`src/rtl/uart_tx_arbiter.sv`:
```
// Round-robin arbiter sharing one uart_tx between NUM_REQ byte producers.
// States: IDLE (arbitrate) | ISSUE (start pulse) | WAIT_BUSY (await ack) | WAIT_DONE (await byte end)
module uart_tx_arbiter #(
  parameter int NUM_REQ      = 2,
  parameter int BUSY_TIMEOUT = 16,
  parameter int GRANT_W      = 1
) (
  input  logic                   CLK,
  input  logic                   RST,
  input  logic [NUM_REQ-1:0]     req_valid,
  input  logic [8*NUM_REQ-1:0]   req_data,
  input  logic [NUM_REQ-1:0]     req_lock,
  output logic [NUM_REQ-1:0]     req_ready,
  output logic                   uart_tx_en,
  output logic [7:0]             uart_tx_data,
  input  logic                   uart_tx_busy,
  output logic [GRANT_W-1:0]     grant_id,
  output logic                   active,
  output logic                   timeout_err
);

  localparam int CNT_W = $clog2(BUSY_TIMEOUT) + 1;

  typedef enum logic [1:0] {IDLE, ISSUE, WAIT_BUSY, WAIT_DONE} state_t;

  state_t             state_q, state_d;
  logic [CNT_W-1:0]   cnt_q, cnt_d;
  logic               lock_q, lock_d;
  logic [GRANT_W-1:0] last_q, last_d;
  logic [GRANT_W-1:0] grant_q, grant_d;
  logic [7:0]         data_q, data_d;

  logic               win_found;
  logic [GRANT_W-1:0] win_id;
  int                 idx;

  // A held lock wins outright; otherwise scan starting just after the last grant.
  always_comb begin
    win_found = 1'b0;
    win_id    = '0;
    idx       = 0;
    if (lock_q && req_valid[last_q]) begin
      win_found = 1'b1;
      win_id    = last_q;
    end else begin
      for (int i = 1; i <= NUM_REQ; i++) begin
        idx = (int'(last_q) + i) % NUM_REQ;
        if (!win_found && req_valid[idx]) begin
          win_found = 1'b1;
          win_id    = GRANT_W'(idx);
        end
      end
    end
  end

  always_comb begin
    state_d     = state_q;
    cnt_d       = cnt_q;
    lock_d      = lock_q;
    last_d      = last_q;
    grant_d     = grant_q;
    data_d      = data_q;
    req_ready   = '0;
    uart_tx_en  = 1'b0;
    timeout_err = 1'b0;
    case (state_q)
      IDLE: begin
        if (lock_q && !req_valid[last_q]) lock_d = 1'b0;
        if (!uart_tx_busy && win_found) begin
          req_ready[win_id] = 1'b1;
          data_d            = req_data[8*win_id +: 8];
          grant_d           = win_id;
          last_d            = win_id;
          lock_d            = req_lock[win_id];
          state_d           = ISSUE;
        end
      end
      ISSUE: begin
        uart_tx_en = 1'b1;
        cnt_d      = '0;
        state_d    = WAIT_BUSY;
      end
      WAIT_BUSY: begin
        if (uart_tx_busy) begin
          state_d = WAIT_DONE;
        end else if (cnt_q == CNT_W'(BUSY_TIMEOUT - 1)) begin
          timeout_err = 1'b1;
          lock_d      = 1'b0;
          state_d     = IDLE;
        end else begin
          cnt_d = cnt_q + CNT_W'(1);
        end
      end
      WAIT_DONE: begin
        if (!uart_tx_busy) state_d = IDLE;
      end
      default: state_d = IDLE;
    endcase
  end

  always_ff @(posedge CLK) begin
    if (RST) begin
      state_q <= IDLE;
      cnt_q   <= '0;
      lock_q  <= 1'b0;
      last_q  <= GRANT_W'(NUM_REQ - 1);
      grant_q <= '0;
      data_q  <= '0;
    end else begin
      state_q <= state_d;
      cnt_q   <= cnt_d;
      lock_q  <= lock_d;
      last_q  <= last_d;
      grant_q <= grant_d;
      data_q  <= data_d;
    end
  end

  assign uart_tx_data = data_q;
  assign grant_id     = grant_q;
  assign active       = (state_q != IDLE);

endmodule

```
`config.mk`:
```
export PLATFORM = sky130hd
export DESIGN_NAME = uart_tx_arbiter
export DESIGN_NICKNAME = d
export VERILOG_FILES = /design/src/rtl/uart_tx_arbiter.sv
export SDC_FILE = /design/constraint.sdc
export NUM_CORES = 1
export LEC_CHECK = 0
export BUFFER_PORTS_ARGS = -buffer_cell sky130_fd_sc_hd__clkbuf_2
export CORE_ASPECT_RATIO = 0.7
export CORE_MARGIN = 2
export CORE_UTILIZATION = 42
export DETAILED_ROUTE_END_ITERATION = 10
export PLACE_DENSITY = 0.77
export SLEW_MARGIN = 20
export SYNTH_ARGS = -nofsm -noshare
export SYNTH_HDL_FRONTEND = slang
export SYNTH_SLANG_ARGS = --single-unit
export TNS_END_PERCENT = 50
```
`constraint.sdc`:
```
create_clock -name CLK -period 1.95 [get_ports CLK]
set_clock_uncertainty 0.2 [all_clocks]
set_input_delay 0.39 -clock CLK [delete_from_list [all_inputs] [get_ports CLK]]
set_output_delay 0.39 -clock CLK [all_outputs]
set_load 0.005 [all_outputs]
```
==> results of run 1 <==
[flip-flops by register name (all words and copies together), names as in the netlist]
name / count
cnt_q: 5
last_q: 1
grant_id: 1
state_q: 2
uart_tx_data: 8
lock_q: 1
[power groups by stage]
stage	registers, mW	logic, mW	clock network, mW
5_1_grt	0.421	0.216	0.252
3_3_place_gp	0.422	0.181	0
3_5_place_dp	0.424	0.187	0
6_report	0.417	0.193	0.234
4_1_cts	0.417	0.193	0.239
2_1_floorplan	0.424	0.120	0
[per-stage QoR]
| stage | std cells | total power [mW] | setup WS [ns] | setup TNS [ns] | hold WS (ns) |
|---|---|---|---|---|---|
| CTS | 185 | 0.848 | -0.0912 | -0.0912 | 0.129 |
| detailed placement | 178 | 0.611 | 0.0552 | 0 | 0.269 |
| global route | 185 | 0.889 | -0.144 | -0.697 | 0.130 |
| global placement | 178 | 0.603 | 0.0958 | 0 | 0.253 |
| floorplan | 112 | 0.545 | 0.0138 | 0 | 0.253 |
| finish | 185 | 0.843 | -0.0883 | -0.112 | 0.132 |
[path summary, 6_finish.rpt]
path | endpoint | slack, ns | startpoint
worst max-delay path | timeout_err | -0.09 | cnt_q[1]$_SDFFE_PP0P_
worst min-delay path | uart_tx_data[2]$_SDFFE_PP0P_ | 0.13 | req_data[10]
worst max register to register | cnt_q[3]$_SDFFE_PP0P_ | -0.02 | cnt_q[1]$_SDFFE_PP0P_
worst min register to register | grant_id$_SDFFE_PP0P_ | 0.27 | grant_id$_SDFFE_PP0P_
[metal layers]
metal,up-vias,share of wire,wire length [µm],track usage
met4,0,0.0081,19,0.0565
met5,-,0,0,0
met3,2,0.050,116,0.0448
li1,472,-,-,-
met2,26,0.49,1140,0.301
met1,435,0.45,1060,0.256
[cells by family (layout without fill, tap and decap cells)]
group / count (synthesis) / count (layout) / synth area share
xor gates and xnor gates: 4 / 4 / 0.0368
DFF: 18 / 18 / 0.379
adders and majority gates: 2 / 2 / 0.0263
and+or+nand+nor: 53 / 53 / 0.296
buffers and inverters: 12 / 53 / 0.0776
AOI/OAI and AO/OA: 23 / 23 / 0.184
[worst reg2reg max path, cell delays in order, from the launching register on]
cell and delay (ns):
dfxtp_2 0.35, ha_4 0.16, and3_4 0.18, ha_4 0.15, buf_4 0.14, nor4b_4 0.24
nand4_1 0.19, xor2_2 0.20, nor3_2 0.05
[what timing repair did]
| item | 4_1_cts | 5_1_grt |
|---|---|---|
| resized for setup | 6 | 1 |
| setup endpoints to repair | 3 | 8 |
| setup buffers | 3 | 0 |
| pin swaps | 3 | 1 |
| hold buffers | 0 | 0 |
[Yosys cell counts, drive strengths merged, types with 2 or more instances]
cell type   n  share of area
dfxtp      18           0.38
ha          2          0.026
buf         3          0.041
nor3        5          0.043
xnor2       2          0.018
o21ai       3          0.020
xor2        2          0.018
a21oi       5          0.026
nor2       12          0.050
o21a        2          0.016
nand2      25          0.099
a311oi      8          0.080
clkbuf      4          0.017
inv         5          0.020
[final cells by class]
type	count	area, µm²
fillers	206	876
multi-input cells	82	562
flip-flops and latches	18	364
repair buffers	44	240
well taps	32	40.0
clock buffers	4	36.3
inverters	5	18.8
==> impl_metrics.toml, run 1 <==
[logic_synthesis]
synthCells = 112
synth-edff-count = 0
synth_flop_cell = "dfxtp_1"
synth.distinct_cells = 38
seq_area_frac_synth = 0.379
synthesis.nets = 137
yosys_warnings = 0
avgSynthCellArea_um2 = 8.49
synthesis.area_um2 = 951
synthArstFlopShare = 0
ys_ff_latch = 18

[drt]
ant_nets = 0
detail_route.wl_per_cell_um = 12.6
via_per_inst = 5.05
drtIter0Drc = 36
wirelength_um = 2340
dr.pass1.iters = 4
via_count = 935
detail_route.drc_violations = 0

[power]
netSwitchingFraction = 0.287
p_int_uw = 601
p_leak_nw = 0.569
p_per_area_nw_per_um2 = 669
p_clk_frac = 0.277
power_frac_comb = 0.228
p_sw_uw = 242
vdd_drop_max_uv = 384
pwr-share-seq = 0.494

[finish]
design_area_um2 = 1260
layout-drive-gt1-share = 0.425
antenna_cells = 0
nNetsFinal = 179
final_core_util = 0.590
final_cell_mix = "clkbuf_2, nand2_1, dfxtp_1"
final_common_cell = "clkbuf_2"
syn_to_final_growth_pct = 32.6

[cts]
cts_root_buf = "clkbuf_4"
clk_pin_slew_ns = 0.11
cts_inserted_buffers = 3
cts.sinks = 18
tritoncts = "done"
worst_skew_pair.late_latency_ns = 0.30
max-clock-path-buffers = 2
cts_max_level = 1

[setup_path]
crit_path_frequent_cell = "ha_4"
max_stage_delay_ns = 0.35
slowest_stage = "dfxtp_2"
critPathKind = "register to output port"
critical_path_required_ns = 1.36
crit_path_cell_trace = "ha_4 -> and3_4 -> ha_4 -> and4bb_2 -> clkbuf_2"
crit_path_max_fanout = 2
cp.arrival_ns = 1.45
path_buf_inv = 1
cp_top_family = "simple AND/OR/NAND/NOR gates"
cp-start-kind = "register"
ff2ff_path_depth = 8
critPathCaptureType = "output port"
cp.depth = 5

[sta]
clock.fmax_ghz = 0.491
finalHoldViolCount = 0
worst_pin_slew_ns = 0.420
slew_viol_final = 0
layout_setup_ws_ns = -0.0883
slew_headroom = 0.720
final-setup-viol-count = 2
fin_crit_sh = 1.05
rsz0062_at_grt = "true"
period_minus_slack_ns = 2.04

[die]
die_area_um2 = 2670
fp.dieW_um = 60.9
num_rows = 14
coreArea_um2 = 2140
die_h_um = 43.8
initial_core_util = 0.445
pin_count = 37

[grt]
grt_util_all_layers = 0.190
overflow = 0
grt_pass1_vias = 857
grt_pass1_wl_um = 3800
antenna_found_initial = 0
grt_max_degree = 20

[run_status]
status = "finished with violations"
violations = "setup timing"

[placement]
placedInstanceArea_um2 = 1170
hpwl_um = 1700
gp_congestion = 0.837
io_buffer_count = 36

[hold_path]
hold_class = "primary input to register"
hold_depth = 3

[flow_run]
drv_cap = 0
(Power assumes the default switching activity.)
==> inputs of run 2 (changes only) <==
GPL_TIMING_DRIVEN = 0   (was not set)
==> run 2 against run 1 <==
The run still ends with setup timing left. Clock-buffer cell count stayed put. Die area stayed put. Clock power hardly changed. Core utilization is 5.5 points higher. Sequential power hardly changed. Global-route usage is 0.65 points lower. Via count is 5.5% higher. Cell count is 5.9% higher. Flip-flop and latch count stayed put. Combinational power is 24% higher. Worst setup slack worse by 0.019 ns. Critical path type unchanged. Highest routed layer unchanged.
==> impl_metrics.toml, run 2 (synthesis gave the netlist of run 1 again) <==
[finish]
largest_register_ffs = 8
final_cell_mix = "clkbuf_2, nand2_1, buf_4"
design_area_um2 = 1380
antenna_cells = 0
layout-drive-gt1-share = 0.482
fin_cells = 196
final_common_cell = "clkbuf_2"
syn_to_final_growth_pct = 45.0
nNetsFinal = 190

[power]
vdd_drop_max_uv = 282
p_sw_uw = 256
power_uw = 890
p_int_uw = 634
power_frac_comb = 0.268
pwr-share-seq = 0.468
p_per_area_nw_per_um2 = 646
p_leak_nw = 0.632
p_clk_frac = 0.264
netSwitchingFraction = 0.288

[die]
num_rows = 14
die_h_um = 43.8
initial_core_util = 0.445
fp.dieW_um = 60.9
coreArea_um2 = 2140
pin_count = 37
die_area_um2 = 2670

[setup_path]
cp-start-kind = "register"
max_stage_delay_ns = 0.35
critPathCaptureType = "output port"
critical_path_required_ns = 1.36
critPathKind = "register to output port"
crit_path_frequent_cell = "ha_4"
slowest_stage = "dfxtp_2"
crit_path_cell_trace = "ha_4 -> and3_4 -> ha_4 -> and4bb_2 -> clkbuf_2"
crit_path_max_fanout = 4
cp.arrival_ns = 1.47

[cts]
worst_skew_pair.late_latency_ns = 0.30
cts_inserted_buffers = 3
clk_pin_slew_ns = 0.11
cts.sinks = 18
tritoncts = "done"
max-clock-path-buffers = 2
cts_max_level = 1
cts_root_buf = "clkbuf_4"

[drt]
wirelength_um = 2400
via_per_inst = 5.03
via_count = 986
detail_route.wl_per_cell_um = 12.3
ant_nets = 0
drtIter0Drc = 45
dr.pass1.iters = 4
detail_route.drc_violations = 0

[sta]
fin_crit_sh = 1.05
final-setup-viol-count = 3
slew_viol_final = 0
clock.fmax_ghz = 0.486
finalHoldViolCount = 0
slew_headroom = 0.675
period_minus_slack_ns = 2.06
rsz0062_at_grt = "true"
layout_setup_ws_ns = -0.107
worst_pin_slew_ns = 0.488

[grt]
grt_pass1_wl_um = 3610
grt_pass1_vias = 834
grt_util_all_layers = 0.183
antenna_found_initial = 0
overflow = 0
grt_max_degree = 11

[placement]
hpwl_um = 1650
pre_cts_slack_ns = -0.146
io_buffer_count = 34
placedInstanceArea_um2 = 1180
gp_congestion = 0.839
placed_cells = 178

[hold_path]
hold_class = "primary input to register"

[flow_run]
drv_cap = 0

[run_status]
violations = "setup timing"
status = "finished with violations"
run 2: cell count changes in the layout (fill, tap and decap cells not counted), moves of 2 or more:
| cell | delta |
|---|---|
| dfxtp_4 | +4 |
| dfxtp_1 | -3 |
| clkbuf_2 | -2 |
| clkbuf_1 | +2 |
| buf_6 | +2 |
| buf_4 | +7 |
run 2: layout make-up:
| type | instances | area, µm² |
|---|---|---|
| well taps | 32 | 40.0 |
| repair buffers | 49 | 283 |
| multi-input cells | 82 | 581 |
| fillers | 186 | 758 |
| plain buffers | 6 | 42.5 |
| flip-flops and latches | 18 | 378 |
| clock buffers | 4 | 36.3 |
| inverters | 5 | 18.8 |
run 2: critical path: cells and delay by family (launching register included):
kind | cells | cell delay (ns)
adder cells (fa/ha/maj) | 2 | 0.32
buffers and inverters | 1 | 0.11
AND/OR/NAND/NOR | 2 | 0.39
flip-flops | 1 | 0.35
run 2: path summary, 6_finish.rpt:
kind                                            start                      endpoint  slack, ns  cells past startpoint
worst max-delay path            cnt_q[0]$_SDFFE_PP0P_                   timeout_err      -0.11                      5
worst min-delay path                     req_data[10]  uart_tx_data[2]$_SDFFE_PP0P_       0.13                      3
worst min register to register  grant_id$_SDFFE_PP0P_         grant_id$_SDFFE_PP0P_       0.27                      2
worst max register to register  cnt_q[0]$_SDFFE_PP0P_         cnt_q[1]$_SDFFE_PP0P_      -0.03                      8
run 2: power groups by stage:
stage	Combinational [mW]	Clock (mW)	Sequential [mW]
finish	0.239	0.235	0.417
floorplan	0.120	0	0.424
global route	0.262	0.262	0.420
detailed placement	0.192	0	0.426
global placement	0.187	0	0.424
CTS	0.210	0.240	0.417
run 2: routing by layer:
metal  global-route usage  share of wire  up-vias
met3               0.0537          0.036        2
met5                    0              0        -
met1                0.244           0.44      469
met4               0.0522         0.0087        0
li1                     -              -      494
met2                0.288           0.51       21
run 2: metrics by stage:
stage,hold slack [ns],utilization,setup TNS [ns]
2_1_floorplan,0.253,-,0
3_3_place_gp,0.246,0.553,-0.156
3_5_place_dp,0.263,0.553,-0.313
4_1_cts,0.120,0.596,-0.512
5_1_grt,0.114,0.645,-0.746
6_report,0.128,0.645,-0.141
run 2: repair_timing:
action | CTS | global route
resized for setup | 10 | 13
hold buffers | 0 | 0
pin swaps | 1 | 6
setup buffers | 5 | 10
endpoints found under the setup margin | 7 | 9
